<file path="src/rtl/event_encoder32.sv">
// event_encoder32 -- sequential 32-to-5 event encoder.
// Captures single-cycle event pulses into a pending register and issues them
// one at a time as 5-bit indices over a valid/ready handshake, using fixed
// (lowest index first) or round-robin priority.
//
// Ports:
//   clk        in   clock, rising edge
//   rst        in   asynchronous active-high reset
//   req_in     in   [31:0] event pulses
//   clr_all    in   synchronous flush of pending and output register
//   ovf_clr    in   synchronous clear of overflow
//   out_ready  in   consumer accepts out_idx when high with out_valid
//   out_valid  out  out_idx holds a valid event
//   out_idx    out  [4:0] binary index of the issued event
//   out_onehot out  [31:0] 1 << out_idx while out_valid, else 0
//   pending    out  [31:0] captured events not yet loaded
//   overflow   out  sticky: event arrived for an already-pending bit
module event_encoder32 #(
  parameter int unsigned ROUND_ROBIN = 1
) (
  input  logic        clk,
  input  logic        rst,
  input  logic [31:0] req_in,
  input  logic        clr_all,
  input  logic        ovf_clr,
  input  logic        out_ready,
  output logic        out_valid,
  output logic [4:0]  out_idx,
  output logic [31:0] out_onehot,
  output logic [31:0] pending,
  output logic        overflow
);

  typedef enum logic {EMPTY, HOLD} state_t;

  state_t      r_state;
  state_t      w_state_next;
  logic [31:0] r_pending;
  logic [31:0] r_onehot;
  logic [4:0]  r_idx;
  logic [4:0]  r_ptr;
  logic        r_ovf;

  logic [31:0] w_mask_hi;
  logic [4:0]  w_lo_all;
  logic [4:0]  w_lo_hi;
  logic        w_any;
  logic        w_hi_any;
  logic [4:0]  w_sel;
  logic        w_hs;
  logic        w_can_load;
  logic        w_do_load;
  logic [31:0] w_loaded;
  logic        w_ovf_set;

  // Round-robin: search bits at or above ptr first, fall back to lowest overall.
  assign w_mask_hi = r_pending & ({32{1'b1}} << r_ptr);

  always_comb begin
    w_lo_all = '0;
    w_any    = 1'b0;
    w_lo_hi  = '0;
    w_hi_any = 1'b0;
    for (int unsigned i = 0; i < 32; i++) begin
      if (!w_any && r_pending[i]) begin
        w_lo_all = 5'(i);
        w_any    = 1'b1;
      end
      if (!w_hi_any && w_mask_hi[i]) begin
        w_lo_hi  = 5'(i);
        w_hi_any = 1'b1;
      end
    end
  end

  assign w_sel      = ((ROUND_ROBIN != 0) && w_hi_any) ? w_lo_hi : w_lo_all;
  assign w_hs       = (r_state == HOLD) && out_ready;
  assign w_can_load = (r_state == EMPTY) || out_ready;
  assign w_do_load  = w_can_load && w_any;
  assign w_loaded   = w_do_load ? (32'd1 << w_sel) : '0;
  // A bit re-arriving in its own load cycle is a fresh capture, not an overflow.
  assign w_ovf_set  = |(req_in & r_pending & ~w_loaded);

  // State register
  always_ff @(posedge clk or posedge rst) begin
    if (rst) begin
      r_state <= EMPTY;
    end else begin
      r_state <= w_state_next;
    end
  end

  // Next-state logic
  always_comb begin
    w_state_next = r_state;
    if (clr_all) begin
      w_state_next = EMPTY;
    end else if (w_can_load) begin
      w_state_next = w_any ? HOLD : EMPTY;
    end
  end

  // Datapath registers
  always_ff @(posedge clk or posedge rst) begin
    if (rst) begin
      r_pending <= '0;
      r_onehot  <= '0;
      r_idx     <= '0;
      r_ptr     <= '0;
      r_ovf     <= 1'b0;
    end else begin
      // A handshake coinciding with clr_all still counts as accepted.
      if (w_hs) begin
        r_ptr <= r_idx + 5'd1;
      end
      if (clr_all) begin
        r_pending <= '0;
        r_onehot  <= '0;
      end else begin
        r_pending <= (r_pending & ~w_loaded) | req_in;
        if (w_do_load) begin
          r_idx    <= w_sel;
          r_onehot <= w_loaded;
        end else if (w_can_load) begin
          r_onehot <= '0;
        end
      end
      if (w_ovf_set && !clr_all) begin
        r_ovf <= 1'b1;
      end else if (ovf_clr) begin
        r_ovf <= 1'b0;
      end
    end
  end

  // Outputs
  always_comb begin
    out_valid  = (r_state == HOLD);
    out_idx    = r_idx;
    out_onehot = r_onehot;
    pending    = r_pending;
    overflow   = r_ovf;
  end

endmodule

</file>
<file path="config.mk">
export PLATFORM = sky130hd
export DESIGN_NAME = event_encoder32
export DESIGN_NICKNAME = d
export VERILOG_FILES = /design/src/rtl/event_encoder32.sv
export SDC_FILE = /design/constraint.sdc
export NUM_CORES = 1
export LEC_CHECK = 0
export ABC_AREA = 1
export BUFFER_PORTS_ARGS = -buffer_cell sky130_fd_sc_hd__buf_2
export CAP_MARGIN = 20
export CORE_MARGIN = 2
export CORE_UTILIZATION = 25
export DETAILED_ROUTE_END_ITERATION = 10
export SETUP_SLACK_MARGIN = 0.02
export SLEW_MARGIN = 20
export SYNTH_ARGS = -nofsm -noshare
export SYNTH_HDL_FRONTEND = slang
export SYNTH_SLANG_ARGS = --single-unit
export TNS_END_PERCENT = 10
</file>
<file path="constraint.sdc">
create_clock -name clk -period 9.9 [get_ports clk]
set_input_delay 0.495 -clock clk [delete_from_list [all_inputs] [get_ports clk]]
set_output_delay 0.495 -clock clk [all_outputs]
set_load 0.02 [all_outputs]
</file>
==> run metrics <==
Worst setup SP type=register; die width=147 microns; CP required=roughly 10 ns; largest net degree at the start of global routing=77; worst vdd rail ir drop=0.0884 mV; router iterations before antenna repair=6; DIE AREA=21700 sq um; multiplexer share of the synthesized area=0; Setup TNS=0 ns; fin crit period=4.94 ns; Worst Setup End Kind=register; cell area after layout=between 6000 and 7000 sq um; area share of the leading cell type in the synthesized netlist=0.371; overall power=1.38 mW; diode count=0; # rows=between 50 and 60; RePlAce Congestion=around 0.95; Leak Pwr=roughly 3.2 nW; XOR/XNOR share of the synthesized area=0.00171; Num Clock Sinks=76; global-route wire length before repair=around 28 mm; Least-Margin Pin Slew=slightly below 0.9 ns; gr usage total=0.169; Setup Skew=around 0.01 ns; placed cell areas=around 5900 sq um; worst-path fanout max=18; H-tree Lvls=3; Reg clk slew, reported paths=about 0.06 ns; setup bufs post-CTS=0; post-synth top area cell=dfrtp_1; final hold vios=0; post-synthesis cell type count=between 40 and 50; Worst-Skew Late Latency=0.35 ns; Compound-Gate Fraction of Synth Area=0.128; switching share of power=0.446; Reg power frac=0.298; CORE AREA=~20000 sq um; number of synthesized flops with an enable pin=0; Slew Limit Fails=0; fin crit share=0.499; total net switching power=~0.6 mW; worst-case clock buffer depth=2; clock network power share=0.271; total global routing overflow=0; YS warnings=0; crit path max-delay cell type=dfrtp_1; cell mode on critical path=nand2_1; Syn-to-layout area delta=22.4%; I/O pin count=108; drt initial violations=slightly above 400; number of buffers created by CTS=9; register bit total from synthesis=76; Remaining DRCs=0; Vias per Instance=just under 5; Synth Area in Simple Gates=0.397; main combinational cell family by area after synthesis=simple AND/OR/NAND/NOR gates; Hold WC Path Type=input port to asynchronous set/reset pin; Crit path largest cell delay=~0.7 ns; Port Buffers=about 110; Die Y-Extent=147 microns; CTS tree=done; Hold Buf Count CTS=0; Fill cells=between 2000 and 2500; max_slew headroom=0.408; CTS resizes=0; DR vias=about 5400; sequential fraction of the synthesis area=0.371; ys async rst share=1.00; Main synth FF type=dfrtp_1; Initial Util=0.254; Clock Tree Root=clkbuf_16; RSZ-0062 raised after global routing=false; initial antenna violation count=0; Final nets=863; area share of fa/ha/maj cells after synthesis=0.00244; largest cells by area after synthesis=dfrtp_1 37%, nand2_1 10%, nand3_1 7.8%, inv_1 7.4%, nor2_1 6.5%; vias in the first global route=5072; Setup violations, final=0; share of cells above drive strength 1=0.220; dpl hpwl=~14 mm; post-synthesis cell area=between 5000 and 6000 sq um; critical path class=register to register; Critical Path AT=5.17 ns; Max Freq=roughly 200 MHz; Gate power share=0.431; P per Cell Area=between 200 and 250 nW/um^2; post-route ant nets=0; Mapped Cells=about 730; Avg WL per Cell=around 17 microns; syn nets=764; status=completed; DRT Wirelength=18.4 mm; MaxCap Viol Count=0; Syn Area/Cell=between 7 and 8 sq um; Int Pwr=0.765 mW
[state kept, by name, summed over array words and instances (netlist names)]
name / flops
out_idx: 5
out_valid: 1
overflow: 1
r_ptr: 5
pending: 32
out_onehot: 32
[final timing paths]
kind	from	endpoint	slack (ns)	depth (start not counted)
max in group asynchronous	rst	pending[9]$_DFF_PP0_	9.12	4
min	rst	pending[30]$_DFF_PP0_	0.20	3
max reg2reg	r_ptr[4]$_DFFE_PP0P_	overflow$_DFFE_PP0P_	4.96	29
max	r_ptr[4]$_DFFE_PP0P_	overflow$_DFFE_PP0P_	4.96	29
min reg2reg	out_onehot[2]$_DFFE_PP0P_	out_onehot[2]$_DFFE_PP0P_	0.51	2
min in group clk	req_in[14]	pending[14]$_DFF_PP0_	0.38	3
[synthesized netlist by cell type (9+ instances only)]
| cell type | instances |
|---|---|
| a21oi_1 | 40 |
| clkbuf_1 | 14 |
| dfrtp_1 | 76 |
| inv_1 | 101 |
| nand2_1 | 138 |
| nand3_1 | 80 |
| nand3_2 | 11 |
| nand4_1 | 27 |
| nor2_1 | 89 |
| nor2_2 | 9 |
| nor2_4 | 11 |
| nor3_1 | 12 |
| o21ai_0 | 65 |
[routing by layer]
metal / share of wire / wire, microns / vias up / GRT usage
met4: 0.035 / 644 / 0 / 0.0736
li1: - / - / 2596 / -
met2: 0.47 / 8640 / 222 / 0.267
met5: 0 / 0 / - / 0
met3: 0.059 / 1100 / 41 / 0.0351
met1: 0.44 / 8050 / 2570 / 0.223
[worst max-delay path, delay by kind of cell (launching register included)]
| kind | cells | cell delay, ns |
|---|---|---|
| buf+inv | 1 | 0.25 |
| flops | 1 | 0.72 |
| simple gates | 28 | 3.85 |
[placed cells by master, fill, tap and decap left out, types with 3 or more instances in the layout]
cell type / count
nand2_1: 138
buf_2: 107
inv_1: 100
nor2_1: 88
nand3_1: 80
dfrtp_1: 76
o21ai_0: 65
a21oi_1: 40
nand4_1: 27
nor3_1: 12
nor2_4: 12
nand3_2: 11
nor2_2: 9
clkbuf_16: 9
nand2_2: 7
nand4_2: 5
nand3b_1: 5
inv_2: 4
clkbuf_8: 3
[kinds of logic after synthesis]
group	Yosys count
AOI/OAI and AO/OA	118
and+or+nand+nor	403
xor gates and xnor gates	1
adders and majority gates	1
buffers and inverters	127
DFF	76
[per-stage QoR]
step           instances  setup slack, ns  hold slack (ns)   util
4_1_cts             1099             5.06            0.372  0.310
5_1_grt             1100             4.40            0.215  0.311
2_1_floorplan        726             6.18            0.475      -
3_5_place_dp        1083             5.05            0.500  0.293
6_report            1100             4.96            0.196  0.311
3_3_place_gp        1083             5.13            0.496  0.293
[area by class of cell]
cell class / instances / area [sq um] / area share
clock buffers: 13 / 270 / 0.0431
repair buffers: 110 / 578 / 0.0922
well taps: 270 / 338 / 0.0539
flip-flops and latches: 76 / 1900 / 0.303
clock inverters: 3 / 67.6 / 0.0108
inverters: 105 / 395 / 0.0630
multi-input cells: 523 / 2720 / 0.434
[power groups by stage]
| stage | combinational (mW) | sequential, mW | clock (mW) |
|---|---|---|---|
| after floorplan | 0.403 | 0.430 | 0 |
| after global placement | 0.583 | 0.417 | 0 |
| after detailed placement | 0.586 | 0.416 | 0 |
| after CTS | 0.589 | 0.411 | 0.381 |
| after global routing | 0.646 | 0.419 | 0.393 |
| final | 0.595 | 0.412 | 0.374 |
Note: power is estimated with default switching activity, not from simulation.
